## src/rtl/keypad_emu_pkg.sv

```systemverilog
// rtl/keypad_emu_pkg.sv - states, matrix constants and key decode shared by keypad_emulator
package keypad_emu_pkg;

    localparam int ROWS    = 4;
    localparam int COLS    = 3;
    localparam int KEY_NUM = 12;

    typedef enum logic [2:0] {
        ST_IDLE,
        ST_B_ON,
        ST_HOLD,
        ST_B_OFF,
        ST_GAP
    } emu_state_t;

    typedef struct packed {
        logic [1:0] row;
        logic [1:0] col;
    } key_pos_t;

    // Codes are row*3 + col; only meaningful for codes below KEY_NUM.
    function automatic key_pos_t key_to_pos(input logic [3:0] key);
        key_pos_t p;
        p.row = 2'(key / 4'd3);
        p.col = 2'(key % 4'd3);
        return p;
    endfunction

endpackage

```

## src/rtl/emu_cycle_timer.sv

```systemverilog
// rtl/emu_cycle_timer.sv - loadable down-counter, done while the count sits at zero
module emu_cycle_timer #(
    parameter int W = 8
) (
    input  logic         clk,
    input  logic         rst,
    input  logic         i_load,
    input  logic [W-1:0] i_val,
    output logic         o_done
);

    logic [W-1:0] r_cnt;

    always_ff @(posedge clk or posedge rst) begin
        if (rst) begin
            r_cnt <= '0;
        end else if (i_load) begin
            r_cnt <= i_val;
        end else if (r_cnt != '0) begin
            r_cnt <= r_cnt - 1'b1;
        end
    end

    assign o_done = (r_cnt == '0);

endmodule

```

## src/rtl/keypad_emulator.sv

```systemverilog
// rtl/keypad_emulator.sv - 4x3 key matrix emulator with timed press/release commands
// Optional contact bounce on both edges: KEYPAD_EMU_BOUNCE_EN.
module keypad_emulator
    import keypad_emu_pkg::*;
#(
    parameter int HOLD_CYC   = 1000000,
    parameter int GAP_CYC    = 500000,
    parameter int BOUNCE_PER = 20000,
    parameter int BOUNCE_N   = 4
) (
    input  logic            clk,
    input  logic            rst,
    input  logic [3:0]      cmd_key,
    input  logic            cmd_valid,
    output logic            cmd_ready,
    input  logic [ROWS-1:0] scan_in,
    output logic [COLS-1:0] ret_out,
    output logic            key_down,
    output logic            busy,
    output logic            err_key
);

    localparam int MAX_HG = (HOLD_CYC > GAP_CYC) ? HOLD_CYC : GAP_CYC;
`ifdef KEYPAD_EMU_BOUNCE_EN
    localparam int MAX_LD = (MAX_HG > BOUNCE_PER) ? MAX_HG : BOUNCE_PER;
`else
    localparam int MAX_LD = MAX_HG;
`endif
    localparam int TW = $clog2(MAX_LD - 1) + 1;
    localparam logic [TW-1:0] HOLD_LD = TW'(HOLD_CYC - 1);
    localparam logic [TW-1:0] GAP_LD  = TW'(GAP_CYC - 1);
`ifdef KEYPAD_EMU_BOUNCE_EN
    localparam int HALVES = 2 * BOUNCE_N;
    localparam int HW     = (HALVES > 1) ? $clog2(HALVES) : 1;
    localparam logic [TW-1:0] PER_LD    = TW'(BOUNCE_PER - 1);
    localparam logic [HW-1:0] LAST_HALF = HW'(HALVES - 1);
    logic [HW-1:0] r_half;
`endif

    emu_state_t  r_state;
    logic        r_contact;
    logic        r_err;
    logic [1:0]  r_row;
    logic [1:0]  r_col;
    logic        w_key_ok;
    logic        w_load;
    logic        w_done;
    logic [TW-1:0] w_load_val;
    key_pos_t    w_pos;

    assign w_key_ok = (cmd_key < 4'(KEY_NUM));
    assign w_pos    = key_to_pos(cmd_key);

    // The timer reloads on the same edge a phase ends, so phases abut with no idle cycle.
    always_comb begin
        w_load     = 1'b0;
        w_load_val = HOLD_LD;
        case (r_state)
            ST_IDLE: if (cmd_valid && w_key_ok) begin
                w_load = 1'b1;
`ifdef KEYPAD_EMU_BOUNCE_EN
                w_load_val = PER_LD;
`else
                w_load_val = HOLD_LD;
`endif
            end
            ST_HOLD: if (w_done) begin
                w_load = 1'b1;
`ifdef KEYPAD_EMU_BOUNCE_EN
                w_load_val = PER_LD;
`else
                w_load_val = GAP_LD;
`endif
            end
`ifdef KEYPAD_EMU_BOUNCE_EN
            ST_B_ON: if (w_done) begin
                w_load     = 1'b1;
                w_load_val = (r_half == LAST_HALF) ? HOLD_LD : PER_LD;
            end
            ST_B_OFF: if (w_done) begin
                w_load     = 1'b1;
                w_load_val = (r_half == LAST_HALF) ? GAP_LD : PER_LD;
            end
`endif
            default: ;
        endcase
    end

    emu_cycle_timer #(.W(TW)) u_timer (
        .clk    (clk),
        .rst    (rst),
        .i_load (w_load),
        .i_val  (w_load_val),
        .o_done (w_done)
    );

    always_ff @(posedge clk or posedge rst) begin
        if (rst) begin
            r_state   <= ST_IDLE;
            r_contact <= 1'b0;
            r_err     <= 1'b0;
            r_row     <= '0;
            r_col     <= '0;
`ifdef KEYPAD_EMU_BOUNCE_EN
            r_half    <= '0;
`endif
        end else begin
            r_err <= 1'b0;
            case (r_state)
                ST_IDLE: if (cmd_valid) begin
                    if (w_key_ok) begin
                        r_row     <= w_pos.row;
                        r_col     <= w_pos.col;
                        r_contact <= 1'b1;
`ifdef KEYPAD_EMU_BOUNCE_EN
                        r_half    <= '0;
                        r_state   <= ST_B_ON;
`else
                        r_state   <= ST_HOLD;
`endif
                    end else begin
                        r_err <= 1'b1;
                    end
                end
                ST_HOLD: if (w_done) begin
                    r_contact <= 1'b0;
`ifdef KEYPAD_EMU_BOUNCE_EN
                    r_half    <= '0;
                    r_state   <= ST_B_OFF;
`else
                    r_state   <= ST_GAP;
`endif
                end
`ifdef KEYPAD_EMU_BOUNCE_EN
                ST_B_ON: if (w_done) begin
                    if (r_half == LAST_HALF) begin
                        r_contact <= 1'b1;
                        r_state   <= ST_HOLD;
                    end else begin
                        r_half    <= r_half + 1'b1;
                        r_contact <= ~r_contact;
                    end
                end
                ST_B_OFF: if (w_done) begin
                    if (r_half == LAST_HALF) begin
                        r_contact <= 1'b0;
                        r_state   <= ST_GAP;
                    end else begin
                        r_half    <= r_half + 1'b1;
                        r_contact <= ~r_contact;
                    end
                end
`endif
                ST_GAP: if (w_done) begin
                    r_state <= ST_IDLE;
                end
                default: r_state <= ST_IDLE;
            endcase
        end
    end

    // Sense path is combinational: a closed contact echoes its row's scan line immediately.
    always_comb begin
        ret_out = '0;
        for (int c = 0; c < COLS; c++) begin
            ret_out[c] = r_contact && (r_col == 2'(c)) && scan_in[r_row];
        end
    end

    assign cmd_ready = (r_state == ST_IDLE);
    assign busy      = (r_state != ST_IDLE);
    assign key_down  = r_contact;
    assign err_key   = r_err;

endmodule

```

## config.mk

```make
export PLATFORM = sky130hd
export DESIGN_NAME = keypad_emulator
export DESIGN_NICKNAME = d
export VERILOG_FILES = /design/src/rtl/keypad_emu_pkg.sv /design/src/rtl/emu_cycle_timer.sv /design/src/rtl/keypad_emulator.sv
export SDC_FILE = /design/constraint.sdc
export NUM_CORES = 1
export LEC_CHECK = 0
export ABC_CLOCK_PERIOD_IN_PS = 3000
export CAP_MARGIN = 30
export CORE_MARGIN = 2
export CORE_UTILIZATION = 50
export DETAILED_ROUTE_END_ITERATION = 8
export PLACE_DENSITY = 0.74
export SLEW_MARGIN = 20
export SYNTH_ARGS = -nofsm -noshare
export SYNTH_HDL_FRONTEND = slang
export SYNTH_SLANG_ARGS = --single-unit
```

## constraint.sdc

```tcl
create_clock -name clk -period 3 [get_ports clk]
set_input_delay 0.45 -clock clk [delete_from_list [all_inputs] [get_ports clk]]
set_output_delay 0.45 -clock clk [all_outputs]
set_load 0.005 [all_outputs]
```

After elaboration in Yosys (flattened, before gate mapping)
Index checks and enable logic that the tools add are counted.
{"block": "totals", "register_bits": 30, "in_bits": 11}
{"block": "op_classes", "n_addsub": 1, "n_div": 2, "magnitude_cmp": 2, "n_eq_ne": 8, "mux": 21, "n_reduce_logical": 17}
{"operator": "$mux 21", "n": 2}
{"operator": "$mux 20", "n": 2}
{"operator": "$logic_not 21->1", "n": 1}
{"operator": "$reduce_bool 21->1", "n": 1}
{"operator": "$sub 21x1->21 const B", "n": 1}
{"operator": "$mux 3", "n": 4}
{"operator": "$mux 1", "n": 9}
{"operator": "$pmux 3 s3", "n": 1}
{"operator": "$reduce_and 4->1", "n": 2}
{"operator": "$logic_and 1x1->1", "n": 7}
{"operator": "$ne 2x1->1 const B", "n": 3}
{"operator": "$div 4x2->4 const B", "n": 1}
{"operator": "$lt 4x4->1 const B", "n": 1}
{"operator": "$mod 4x2->4 const B", "n": 1}
{"operator": "$pmux 1 s2", "n": 2}
{"operator": "$reduce_bool 2->1", "n": 2}
{"operator": "$eq 3x2->1 const B", "n": 1}
{"operator": "$eq 3x3->1 const B", "n": 1}
{"operator": "$logic_not 3->1", "n": 1}
{"operator": "$lt 2x3->1 const B", "n": 1}
{"operator": "$reduce_and 3->1", "n": 1}
{"operator": "$reduce_bool 3->1", "n": 1}
{"operator": "$bmux 1 s2", "n": 1}
{"operator": "$eq 2x1->1 const B", "n": 1}
{"operator": "3 further kinds", "n": 3}

Logic depth before layout (Yosys ltp)
Gate-level depths: netlist (run 1).
{"block": "depth", "depth_word": 5, "depth_mapped": 11}

Hierarchy
A second synthesis (run 1) with hierarchy kept.
{"block": "hier_totals", "hier_cells": 197, "area_unflattened_um2": 1916.8}
{"module": "emu_cycle_timer", "n_inst": 1, "cells_each": 136, "area_per_inst_um2": 1351.3}
{"module": "keypad_emulator", "n_inst": 1, "cells_each": 61, "area_per_inst_um2": 565.5}

Worst setup path after synthesis (run 1)
Ideal clock, no wire load.
{"block": "synth_path", "kind": "in2reg", "from": "input cmd_key[2]", "to": "register r_col[1]", "setup_time_ns": 0.133, "t_arrival_ns": 1.922, "required_ns": 2.867, "setup_slack_ns": 0.945, "cell_stages": 11, "cell_sequence": "inv_1 > nor2_1 > ha_1 > inv_1 > ha_1 > o311ai_0 > o21ai_0 > ha_1 > a21oi_1 > mux2i_1 > o21ai_0"}
{"block": "synth_between", "elab_chain_len": 2}
{"item": "start, declared", "line": "keypad_emulator.sv:13", "rtl": "input logic [3:0] cmd_key,"}
{"item": "branches (longest 2 deep; another with $mod 4x2->4)"}
{"item": "end signal, assigned", "line": "keypad_emulator.sv:113", "rtl": "r_col <= w_pos.col;"}
{"item": "end, declared", "line": "keypad_emulator.sv:44", "rtl": "logic [1:0] r_col;"}
Several ways; the timed one is not identified.
A chain may end at the register's enable or synchronous reset.

Worst setup path after layout (run 1)
Same ends and word-level chain as after synthesis.

==> results of run 1 <==
-- power by group --
part / switching, uW / leakage (uW) / total [uW] / internal (uW)
Clock: 140 / 0.0000310 / 228 / 88.2
Sequential: 133 / 0.000340 / 626 / 493
Combinational: 192 / 0.000460 / 397 / 205
Total: 465 / 0.000831 / 1250 / 787
-- tightest hold or removal path, cell delays in order --
cell and delay, ns:
clkdlybuf4s50_1 0.40, inv_1 0.05, buf_4 0.33
-- placed cells by master (no fill, tap or decap), types with 3 or more instances in the layout --
cell type / netlist / layout
a21o_1: 3 / 3
a21oi_1: 9 / 9
and2_1: 3 / 3
buf_4: 0 / 3
clkbuf_4: 0 / 5
clkdlybuf4s50_1: 0 / 17
dfrtp_1: 29 / 29
ha_1: 4 / 4
inv_1: 7 / 7
mux2i_1: 3 / 3
nand2_1: 20 / 20
nand3_1: 6 / 6
nor2_1: 18 / 18
nor3_1: 6 / 6
nor3b_1: 4 / 4
nor4_1: 3 / 3
o21ai_0: 12 / 12
o31ai_1: 3 / 3
or3_1: 4 / 4
xnor2_1: 3 / 3
-- flip-flops by register name, summed over array words and instances, names as in the netlist --
register / cells
u_timer.r_cnt: 21
r_col: 2
r_row: 2
r_state: 2
err_key: 1
key_down: 1
-- worst paths after layout --
path / start / to / slack (ns) / depth (start not counted)
setup / recovery: cmd_key[2] / r_col[1] / 0.46 / 12
hold / removal: rst / u_timer.r_cnt[9] / 0.48 / 3
setup reg to reg: u_timer.r_cnt[0] / u_timer.r_cnt[11] / 0.93 / 7
hold reg to reg: key_down / key_down / 0.53 / 1
max in group asynchronous: rst / u_timer.r_cnt[19] / 2.24 / 3
min in group clk: key_down / key_down / 0.53 / 1
-- logic make-up after synthesis --
kind of cell	Yosys count	synth area share (%)
xor gates and xnor gates	5	2.59
adders and majority gates	4	2.95
DFF	29	42.8
and+or+nand+nor	88	32.8
AOI/OAI and AO/OA	38	13.7
muxes	4	3.10
buffers and inverters	9	1.99
-- stage by stage --
step / power [uW] / instances
6_report: 1250 / 249
5_1_grt: 1350 / 249
4_1_cts: 1260 / 249
3_5_place_dp: 1030 / 241
3_3_place_gp: 1000 / 241
2_1_floorplan: 882 / 177
-- area by class of cell --
type | instances | area, sq um | share of cell area, %
inverter | 7 | 26.3 | 1.32
sequential | 29 | 726 | 36.4
clock inverter | 3 | 17.5 | 0.879
multi-input combinational | 139 | 935 | 46.9
tap | 46 | 57.6 | 2.89
clock buffer | 5 | 37.5 | 1.88
timing repair buffer | 20 | 193 | 9.67
-- per-layer routing --
layer / track usage (%) / vias to the layer above
li1: - / 702
met1: 26.3 / 687
met2: 35.7 / 19
met3: 5.07 / 4
met4: 5.83 / 0
met5: 0 / -
==> flow_summary.toml, run 1 <==
[outcome]
outcome = "completed"

[detailed_routing]
dr_wl_met3_um = 104
viasPerCell = 5.67
routed-via-count = 1412
antenna_left = 0
wire_per_inst_um = 14.4
drt_first_pass_iters = 6
totalWireLength_um = 3580
drc = 0
highest_layer = "met4"
dr_wl_met2_um = 1790
initialDrtViolationCount = 133
drt-met1-wl_um = 1660

[yosys]
syn_inst = 177
seq_area_frac_synth_pct = 42.8
ys.flop_type = "dfrtp_1"
yosys.area.top_type_share_pct = 42.8
ys_seq_elements = 29
synth_warnings = 0
post_synth.cell_area_avg_sq_um = 9.57
synthesis.area_sq_mm = 0.00169
post-synth-top-count-cell = "dfrtp_1"
synth_fp_nets = 192
synthTopCellsByCount = "29 x dfrtp_1, 20 x nand2_1, 18 x nor2_1, 12 x o21ai_0, 9 x a21oi_1"
synthArstFlopShare_pct = 100
synthTopCellsByArea = "dfrtp_1 43%, nand2_1 4.4%, nor2_1 4.0%"
synth_enable_flop_cells = 0
synthDistinctLibCells = 48
yosysTopAreaCell = "dfrtp_1"

[global_route]
antenna_found_initial = 0
grt-ovfl-total = 0
grt_max_degree = 30
grt_pass1_wl_um = 6380
grt_pass1_vias = 1414
grt_use_total_pct = 20.8

[floorplanning]
die_h_um = 62.2
dieArea_sq_mm = 0.00387
die_w_um = 62.2
core_sq_mm = 0.00328
start_util_pct = 51.6
rows = 21
top_level_ports = 18

[run]
maxCapViolCount = 0

[timing]
max_slew_margin_pct = 61.4
period_share_pct = 84.5
finalSetupViolCount = 0
whs_ns = 0.482
tightest_slew_ns = 0.573
hold_viol = 0
finClkSkew_ns = 0.0108
postLayoutSetupSlackWorst_ns = 0.465
clock.fmax_mhz = 394
rsz0062_at_grt = "no"
fin_crit_ns = 2.54
slew_viol_final = 0
setup-tns-final_ns = 0

[cells_and_area]
nNetsFinal = 217
synthToLayoutAreaGrowth_pct = 17.6
design_area_sq_mm = 0.00199
n_fill_cell = 302
drive_above_1_share_pct = 12.3
diodes = 0
utilization_pct = 60.6

[worst_setup_path]
path_class = "in -> reg"
cp.arrival_ns = 2.75
critical_path.slowest_cell = "clkdlybuf4s50_1"
worstPathCellList = "clkdlybuf4s50_1 > inv_1 > nor2_1 > ha_1 > inv_1 > ha_1 > o311ai_0 > o21ai_0 > ha_1 > a21oi_1 > mux2i_1 > o21ai_0"
slowest_delay_ns = 0.54
critPathMaxFanout = 6
cp-start-kind = "input port"
critPathCaptureType = "flop"
crit_top_cell = "ha_1"
cp.buffers_inverters = 3
critical_path_required_ns = 3.21
crit_family = "buffers and inverters"

[clock_tree]
cts.path.max_buffers = 2
cts_resized = 0
cts.sinks = 29
postCtsHoldBufs = 0
cts_setup_buffers = 0
clockRootBuffer = "clkbuf_4"
clock_latency_ns = 0.32
cts_buffers = 5
cts_max_level = 2
clk_pin_slew_ns = 0.10
cts_tree = "done"

[pwr]
p_per_area_mw_per_mm2 = 628
ir_drop_uv = 334
p_leak_uw = 0.000831

[min_path]
hold_class = "in -> async"

[place]
place_area_sq_mm = 0.00194
dp_hpwl_um = 2690
numPortBuffers = 17
dp_slack_ns = 0.124
place_congestion = 0.817
Note: power is estimated with default switching activity, not from simulation.
==> inputs of run 2 (changes only) <==
- ABC_CLOCK_PERIOD_IN_PS: 3000 -> 2300
- PLACE_DENSITY: 0.74 -> 0.77
- clock period: 3 -> 2.3 ns (I/O delays scaled with it)
==> run 2 against run 1 <==
Effect of this change: critical path depth decreased by 7; clock skew rose by 0.0022 ns; combinational power increased by 33%; count of clock-buffer cells in the layout grew 2; critical endpoint is now ret_out[2].
==> flow_summary.toml, run 2 (synthesis gave the netlist of run 1 again) <==
[clock_tree]
clockRootBuffer = "clkbuf_4"
cts.path.max_buffers = 2
cts_setup_buffers = 0
cts_buffers = 5
clk_pin_slew_ns = 0.10
cts_tree = "done"
cts.sinks = 29
postCtsHoldBufs = 0
cts_max_level = 2
clock_latency_ns = 0.32

[timing]
rsz0062_at_grt = "no"
fin_crit_ns = 2.20
period_share_pct = 95.8
clock.fmax_mhz = 454
slew_viol_final = 0
finalSetupViolCount = 0
finClkSkew_ns = 0.0130
whs_ns = 0.387
hold_viol = 0
setup-tns-final_ns = 0
max_slew_margin_pct = 59.4
tightest_slew_ns = 0.601

[cells_and_area]
largest_register = "u_timer.r_cnt"
final_cell_mix = "29 x dfrtp_1, 20 x nand2_1, 17 x nor2_1, 16 x clkdlybuf4s50_1, 12 x o21ai_0"
n_fill_cell = 273
synthToLayoutAreaGrowth_pct = 22.4
diodes = 0
nNetsFinal = 224
drive_above_1_share_pct = 16.3
largest_reg_flops = 21
mostFrequentLayoutCell = "dfrtp_1"

[worst_setup_path]
cp-start-kind = "input port"
critPathCaptureType = "primary output"
worstPathCellList = "clkdlybuf4s50_1 > mux4_2 > nand2_1 > nor3b_1 > clkdlybuf4s50_1"
crit_family = "buffers and inverters"
cp.buffers_inverters = 2
path_class = "in -> out"
critical_path.slowest_cell = "clkdlybuf4s50_1"
slowest_delay_ns = 0.53
critPathMaxFanout = 3
crit_top_cell = "clkdlybuf4s50_1"
critical_path_required_ns = 1.96
cp.arrival_ns = 1.86

[floorplanning]
top_level_ports = 18
dieArea_sq_mm = 0.00387
core_sq_mm = 0.00328
die_w_um = 62.2
rows = 21
die_h_um = 62.2
start_util_pct = 51.6

[global_route]
grt_pass1_vias = 1463
grt_max_degree = 30
grt_pass1_wl_um = 6490
grt-ovfl-total = 0
grt_use_total_pct = 21.1
antenna_found_initial = 0

[detailed_routing]
antenna_left = 0
drt_first_pass_iters = 4
drc = 0
initialDrtViolationCount = 43
wire_per_inst_um = 14.5
totalWireLength_um = 3690
routed-via-count = 1467
viasPerCell = 5.75

[run]
maxCapViolCount = 0

[place]
dp_hpwl_um = 2670
numPortBuffers = 17
place_congestion = 0.905

[pwr]
ir_drop_uv = 470
p_per_area_mw_per_mm2 = 797
p_leak_uw = 0.000892
power.total_uw = 1650

[outcome]
outcome = "completed"

[min_path]
hold_class = "in -> async"
-- run 2: what timing repair did --
action	CTS	global route
pin swaps	0	2
gates cloned	0	0
setup endpoints to repair	1	3
gates resized for setup	1	5
-- run 2: power by group --
| group | switching, uW | internal, uW |
|---|---|---|
| registers | 169 | 644 |
| logic | 250 | 277 |
| clock network | 169 | 144 |
| total | 588 | 1060 |
-- run 2: final cells by class --
type	count	area [sq um]	share of cell area, %
multi-input combinational	139	961	46.3
sequential	29	726	35.0
timing repair buffer	27	248	11.9
tap	46	57.6	2.78
clock buffer	7	55.1	2.66
inverter	7	26.3	1.27
-- run 2: per-layer routing --
| layer | global-route usage, % | up-vias | wire length [um] |
|---|---|---|---|
| met2 | 36.0 | 48 | 1830 |
| li1 | - | 716 | - |
| met3 | 6.34 | 2 | 228 |
| met1 | 25.8 | 701 | 1610 |
| met5 | 0 | - | 0 |
| met4 | 6.39 | 0 | 27 |
-- run 2: worst paths after layout --
check | start | slack, ns | cells past startpoint | to
setup reg to reg | u_timer.r_cnt[16] | 0.14 | 5 | u_timer.r_cnt[14]
max in group asynchronous | rst | 1.64 | 3 | key_down
hold / removal | rst | 0.39 | 3 | u_timer.r_cnt[13]
hold reg to reg | key_down | 0.51 | 1 | key_down
min in group clk | key_down | 0.51 | 1 | key_down
setup / recovery | scan_in[3] | 0.1 | 5 | ret_out[2]
-- run 2: per-stage QoR --
step                      worst slack, ns  cell area (sq um)  utilization, %  cells
final                              0.0961               2070            63.1    255
after global routing               0.0219               2070            63.1    255
after CTS                          0.0522               2050            62.4    255
after detailed placement           -0.342               1990            60.6    248
after global placement             -0.172               1990            60.6    248
after floorplan                     0.350               1690               -    177
-- run 2: worst reg2reg max path: cells and delay by family (launching register included) --
family	cells	cell delay, ns
AND/OR/NAND/NOR	4	1.42
flip-flops	1	0.44
XOR/XNOR	1	0.19
